==> src/rtl/madd_scheduler_if.sv <==
// ============================================================================
// Module      : madd_scheduler_if
// Description : Requester, shared add_multiply and result signals of
//               madd_scheduler, with scheduler (slave) and environment
//               (master) views.
// Revision    : 1.0
// ============================================================================
`default_nettype none

interface madd_scheduler_if;
    logic        req0_valid;
    logic        req1_valid;
    logic        req0_ready;
    logic        req1_ready;
    logic [14:0] req0_a;
    logic [14:0] req0_b;
    logic [14:0] req0_c;
    logic [14:0] req1_a;
    logic [14:0] req1_b;
    logic [14:0] req1_c;
    logic [14:0] mul_a;
    logic [14:0] mul_b;
    logic [14:0] mul_c;
    logic        mul_ce;
    logic [30:0] mul_y;
    logic        res_valid;
    logic        res_ready;
    logic        res_id;
    logic [30:0] res_y;
    logic        busy;
    logic [1:0]  fsm_state;

    modport slave (
        input  req0_valid, req1_valid,
        input  req0_a, req0_b, req0_c, req1_a, req1_b, req1_c,
        input  mul_y, res_ready,
        output req0_ready, req1_ready,
        output mul_a, mul_b, mul_c, mul_ce,
        output res_valid, res_id, res_y, busy, fsm_state
    );

    modport master (
        output req0_valid, req1_valid,
        output req0_a, req0_b, req0_c, req1_a, req1_b, req1_c,
        output mul_y, res_ready,
        input  req0_ready, req1_ready,
        input  mul_a, mul_b, mul_c, mul_ce,
        input  res_valid, res_id, res_y, busy, fsm_state
    );
endinterface

`default_nettype wire

==> src/rtl/madd_scheduler.sv <==
// ============================================================================
// Module      : madd_scheduler
// Description : Round-robin scheduler sharing one pipelined (A+B)*C unit
//               between two requesters, with tag pipeline and stall control.
// Revision    : 1.0
// ============================================================================
`default_nettype none

module madd_scheduler #(
    parameter int LATENCY = 3
) (
    input  wire logic          clk,
    input  wire logic          rst_n,
    madd_scheduler_if.slave    bus
);

    localparam int CNT_W = $clog2(LATENCY + 2);
    localparam logic [CNT_W-1:0] CNT_ONE = CNT_W'(1);

    typedef enum logic [1:0] {
        ST_IDLE  = 2'd0,
        ST_RUN   = 2'd1,
        ST_STALL = 2'd2
    } state_t;

    logic               ptr_q;
    logic [14:0]        mul_a_q;
    logic [14:0]        mul_b_q;
    logic [14:0]        mul_c_q;
    logic [LATENCY:0]   tag_v_q;
    logic [LATENCY:0]   tag_id_q;
    logic [CNT_W-1:0]   cnt_q;
    logic [CNT_W-1:0]   cnt_d;
    state_t             state_q;

    logic w_ce;
    logic w_ready0;
    logic w_ready1;
    logic w_accept;
    logic w_gid;
    logic w_res_hs;

    // The pipeline only stalls when a finished result is refused downstream.
    always_comb begin
        w_ce     = !(tag_v_q[LATENCY] && !bus.res_ready);
        w_ready0 = w_ce && bus.req0_valid && (!bus.req1_valid || !ptr_q);
        w_ready1 = w_ce && bus.req1_valid && (!bus.req0_valid ||  ptr_q);
        w_accept = w_ready0 || w_ready1;
        w_gid    = w_ready1;
        w_res_hs = tag_v_q[LATENCY] && bus.res_ready;
    end

    always_comb begin
        cnt_d = cnt_q;
        case ({w_accept, w_res_hs})
            2'b10:   cnt_d = cnt_q + CNT_ONE;
            2'b01:   cnt_d = cnt_q - CNT_ONE;
            default: cnt_d = cnt_q;
        endcase
    end

    always_ff @(posedge clk or negedge rst_n) begin
        if (!rst_n) begin
            ptr_q    <= 1'b0;
            mul_a_q  <= '0;
            mul_b_q  <= '0;
            mul_c_q  <= '0;
            tag_v_q  <= '0;
            tag_id_q <= '0;
            cnt_q    <= '0;
            state_q  <= ST_IDLE;
        end else begin
            if (w_accept) begin
                ptr_q   <= ~w_gid;
                mul_a_q <= w_gid ? bus.req1_a : bus.req0_a;
                mul_b_q <= w_gid ? bus.req1_b : bus.req0_b;
                mul_c_q <= w_gid ? bus.req1_c : bus.req0_c;
            end
            // Tags advance in lockstep with the shared unit's own enable.
            if (w_ce) begin
                tag_v_q  <= {tag_v_q[LATENCY-1:0],  w_accept};
                tag_id_q <= {tag_id_q[LATENCY-1:0], w_gid};
            end
            cnt_q <= cnt_d;
            if (cnt_q == '0) begin
                state_q <= ST_IDLE;
            end else if (!w_ce) begin
                state_q <= ST_STALL;
            end else begin
                state_q <= ST_RUN;
            end
        end
    end

    assign bus.req0_ready = w_ready0;
    assign bus.req1_ready = w_ready1;
    assign bus.mul_a      = mul_a_q;
    assign bus.mul_b      = mul_b_q;
    assign bus.mul_c      = mul_c_q;
    assign bus.mul_ce     = w_ce;
    assign bus.res_valid  = tag_v_q[LATENCY];
    assign bus.res_id     = tag_id_q[LATENCY];
    assign bus.res_y      = bus.mul_y;
    assign bus.busy       = (cnt_q != '0);
    assign bus.fsm_state  = state_q;

endmodule

`default_nettype wire

==> src/flat_wrapper.sv <==
// flat-port wrapper written by rule: the top's interface ports become plain ports
module madd_scheduler_flat 
#(
    parameter int LATENCY = 3
)
  (clk, rst_n, bus_req0_valid, bus_req1_valid, bus_req0_a, bus_req0_b, bus_req0_c, bus_req1_a, bus_req1_b, bus_req1_c, bus_mul_y, bus_res_ready, bus_req0_ready, bus_req1_ready, bus_mul_a, bus_mul_b, bus_mul_c, bus_mul_ce, bus_res_valid, bus_res_id, bus_res_y, bus_busy, bus_fsm_state);
  madd_scheduler_if bus_i ();
  input  wire logic clk;
  input  wire logic rst_n;
  input wire logic [$bits(bus_i.req0_valid)-1:0] bus_req0_valid;
  input wire logic [$bits(bus_i.req1_valid)-1:0] bus_req1_valid;
  input wire logic [$bits(bus_i.req0_a)-1:0] bus_req0_a;
  input wire logic [$bits(bus_i.req0_b)-1:0] bus_req0_b;
  input wire logic [$bits(bus_i.req0_c)-1:0] bus_req0_c;
  input wire logic [$bits(bus_i.req1_a)-1:0] bus_req1_a;
  input wire logic [$bits(bus_i.req1_b)-1:0] bus_req1_b;
  input wire logic [$bits(bus_i.req1_c)-1:0] bus_req1_c;
  input wire logic [$bits(bus_i.mul_y)-1:0] bus_mul_y;
  input wire logic [$bits(bus_i.res_ready)-1:0] bus_res_ready;
  output wire logic [$bits(bus_i.req0_ready)-1:0] bus_req0_ready;
  output wire logic [$bits(bus_i.req1_ready)-1:0] bus_req1_ready;
  output wire logic [$bits(bus_i.mul_a)-1:0] bus_mul_a;
  output wire logic [$bits(bus_i.mul_b)-1:0] bus_mul_b;
  output wire logic [$bits(bus_i.mul_c)-1:0] bus_mul_c;
  output wire logic [$bits(bus_i.mul_ce)-1:0] bus_mul_ce;
  output wire logic [$bits(bus_i.res_valid)-1:0] bus_res_valid;
  output wire logic [$bits(bus_i.res_id)-1:0] bus_res_id;
  output wire logic [$bits(bus_i.res_y)-1:0] bus_res_y;
  output wire logic [$bits(bus_i.busy)-1:0] bus_busy;
  output wire logic [$bits(bus_i.fsm_state)-1:0] bus_fsm_state;
  assign bus_i.req0_valid = bus_req0_valid;
  assign bus_i.req1_valid = bus_req1_valid;
  assign bus_i.req0_a = bus_req0_a;
  assign bus_i.req0_b = bus_req0_b;
  assign bus_i.req0_c = bus_req0_c;
  assign bus_i.req1_a = bus_req1_a;
  assign bus_i.req1_b = bus_req1_b;
  assign bus_i.req1_c = bus_req1_c;
  assign bus_i.mul_y = bus_mul_y;
  assign bus_i.res_ready = bus_res_ready;
  assign bus_req0_ready = bus_i.req0_ready;
  assign bus_req1_ready = bus_i.req1_ready;
  assign bus_mul_a = bus_i.mul_a;
  assign bus_mul_b = bus_i.mul_b;
  assign bus_mul_c = bus_i.mul_c;
  assign bus_mul_ce = bus_i.mul_ce;
  assign bus_res_valid = bus_i.res_valid;
  assign bus_res_id = bus_i.res_id;
  assign bus_res_y = bus_i.res_y;
  assign bus_busy = bus_i.busy;
  assign bus_fsm_state = bus_i.fsm_state;
  madd_scheduler #(.LATENCY(LATENCY)) u_core (.clk(clk), .rst_n(rst_n), .bus(bus_i));
endmodule
==> config.mk <==
export PLATFORM = sky130hd
export DESIGN_NAME = madd_scheduler_flat
export DESIGN_NICKNAME = d
export VERILOG_FILES = /design/src/rtl/madd_scheduler_if.sv /design/src/rtl/madd_scheduler.sv /design/src/flat_wrapper.sv
export SDC_FILE = /design/constraint.sdc
export NUM_CORES = 1
export LEC_CHECK = 0
export CAP_MARGIN = 20
export CORE_MARGIN = 2
export CORE_UTILIZATION = 39
export DETAILED_ROUTE_END_ITERATION = 8
export HOLD_SLACK_MARGIN = 0.06
export PLACE_DENSITY = 0.95
export SYNTH_ARGS = -nofsm -noshare
export SYNTH_HDL_FRONTEND = slang
export SYNTH_SLANG_ARGS = --single-unit
==> constraint.sdc <==
create_clock -name clk -period 5.4 [get_ports clk]
set_input_delay 1.08 -clock clk [delete_from_list [all_inputs] [get_ports clk]]
set_output_delay 1.08 -clock clk [all_outputs]
set_load 0.05 [all_outputs]
==> flow_summary.ini <==
[timing]
max_freq_mhz = 235
setup_viol = 0
setup_tns_ns = 0
slew_headroom = 0.401
hold_slack_ns = 0.475
hold_viol_final = 0
fin_skew_ns = 0.00894
drv_slew = 0
rsz0062_at_grt = no
worstMarginPinSlew_ns = 0.899
layout_min_cycle_time_ns = 4.26
fin_crit_sh = 0.789

[die]
core_area_mm2 = 0.00781
die_area_mm2 = 0.00887
rows = 32
start_util = 0.406
die_width_um = 94.2
num_io_pins = 210
chipHeight_um = 94.2

[logic_synthesis]
synth.avg_cell_area_um2 = 9.50
yosysMostFrequentCell = dfrtp_1
ys_types = 31
ys_warn_count = 0
synth_edf_count = 0
synth_top_area_frac = 0.465
yosys.area_share.adder = 0.0103
synth_xor_xnor_area_share = 0.00828
synth_largest_area_cell = dfrtp_1
syn_nets = 462
syn_area_mm2 = 0.00317
async_reset_ff_frac = 1.00
ys.flop_type = dfrtp_1
synth_compound_area_frac = 0.196
synth_top_family_by_area = compound AO/OA/AOI/OAI gates
synth_area_leaders = dfrtp_1 (47%), buf_4 (7.8%), nand4_1 (7.3%), o311ai_1 (6.4%), o21ai_0 (6.0%)
yosysSeqAreaShare = 0.465
synth.area.mux_share = 0.00316
synthSimpleGateAreaFrac = 0.138
syn_inst = 334
yosys-top-cells-count = dfrtp_1 (59), inv_1 (42), o21ai_0 (38)
ys_ff_latch = 59

[route]
antenna_left = 0
num_vias = 3042
route.detailed.drc = 0
dr.pass1.iters = 5
routedWlPerCell_um = 18.0
wl_um = 9680
first_iter_violations = 173
vias_per_cell = 5.64

[place]
port_buffers = 147
place_inst = 523
post-dp-hpwl_um = 6690
place.gp.congestion = 0.799

[clock_tree]
clockRootBuffer = clkbuf_8
ctsHoldBuffers = 0
cts_buffers = 9
cts_tree = built
post_cts_buffers = 0
clock_sinks = 59
cts_buffer_depth = 2
clk_latency_ns = 0.32
clkTransAtPathRegs_ns = 0.07
ctsResizeCount = 0
h-tree-depth = 3

[global_routing]
grt_pass1_vias = 3127
grt_usage = 0.222
grt_max_degree = 60
grt_pass1_wl_um = 15400
grt-ovfl-total = 0
antenna_found_initial = 0

[critical_path]
crit_top_cell = clkdlybuf4s50_1
crit_chain = clkdlybuf4s50_1 > nor2b_4 > inv_2 > nand2_1 > a21oi_1 > clkdlybuf4s50_1
worstPathArrival_ns = 3.18
cp.required_ns = 4.32
worstSetupPathType = in -> out
critPathSlowestCell = clkdlybuf4s50_1
reg2reg_depth = 10
critPathMaxFanout = 30
max_stage_delay_ns = 0.84
setup.worst_path.start_class = primary input
endpoint_kind = output port

[min_path]
hold_path.class = reg -> reg
hold_depth = 2

[finish]
final_layout_size_suffix_gt1_frac = 0.0664
stdcell_count = 539
final_nets = 561
diodes = 0
synthToLayoutAreaGrowth_pct = 46.7

[pwr]
power_density_mw_per_mm2 = 563
ir_drop_v = 0.000223
p_leak_nw = 1.96

[run_status]
status = completed

[job]
max_cap_violations = 0
-- stage by stage --
| stage | total power, mW | util | area [µm²] | setup WS [ns] |
|---|---|---|---|---|
| after floorplan | 1.73 | - | 3170 | 1.69 |
| after global placement | 2.14 | 0.565 | 4410 | 1.18 |
| after detailed placement | 2.18 | 0.565 | 4410 | 1.14 |
| after CTS | 2.62 | 0.592 | 4630 | 1.14 |
| after global routing | 2.76 | 0.596 | 4650 | 1.01 |
| final | 2.62 | 0.596 | 4650 | 1.14 |
-- per-layer routing --
metal  vias to the layer above  GRT usage  part of all wire
met4                         0     0.0966             0.024
met5                         -          0                 0
li1                       1376          -                 -
met3                        25     0.0666             0.087
met2                       182      0.379              0.52
met1                      1459      0.257              0.37
-- layout make-up --
cell class / instances / area [µm²]
clock buffers: 10 / 138
clock inverters: 5 / 77.6
fillers: 658 / 3150
inverters: 43 / 161
multi-input cells: 167 / 1140
flip-flops and latches: 59 / 1480
well taps: 102 / 128
repair buffers: 153 / 1540
-- cells in the final DEF (no fill, tap or decap), types with 3 or more instances in the layout --
cell type,synthesis,routed
and4_1,8,8
nor2_1,3,3
o311ai_0,14,14
buf_4,33,5
nand4_1,37,37
o311ai_1,23,23
nand2_1,19,19
inv_1,42,42
a221o_1,8,8
clkbuf_8,0,10
clkdlybuf4s50_1,0,144
o21ai_0,38,38
dfrtp_1,59,59
-- worst max-delay path: cells and delay by family --
| kind | cells | cell delay, ns |
|---|---|---|
| buffers and inverters | 3 | 1.76 |
| AND/OR/NAND/NOR | 2 | 0.20 |
| AO/OA/AOI/OAI | 1 | 0.15 |
-- worst paths after layout --
check	start	end	slack (ns)
worst max register to register	u_core.tag_v_q[3]	u_core.cnt_q[2]	2.76
worst min-delay path	u_core.tag_id_q[1]	u_core.tag_id_q[1]	0.47
min in group asynchronous	rst_n	u_core.tag_v_q[3]	0.90
worst max-delay path	bus_res_ready	bus_req0_ready	1.14
worst min register to register	u_core.tag_id_q[1]	u_core.tag_id_q[1]	0.47
max in group asynchronous	rst_n	u_core.bus.mul_b[14]	4.01
-- power breakdown --
group	total, mW	switching [mW]	internal (mW)
clock network	0.439	0.171	0.268
registers	0.736	0.105	0.631
logic	1.45	0.947	0.500
-- flip-flops by register name, summed over array words and instances, names as in the netlist --
register / flops
u_core.bus.fsm_state: 2
u_core.bus.mul_a: 15
u_core.bus.mul_b: 15
u_core.bus.mul_c: 15
u_core.cnt_q: 3
u_core.ptr_q: 1
u_core.tag_id_q: 4
u_core.tag_v_q: 4
-- logic make-up after synthesis --
kind of cell | count (synthesis)
buf+inv | 108
compound gates | 87
simple gates | 74
flops | 59
xor+xnor | 3
fa+ha+maj | 2
mux | 1
(Power assumes the default switching activity.)
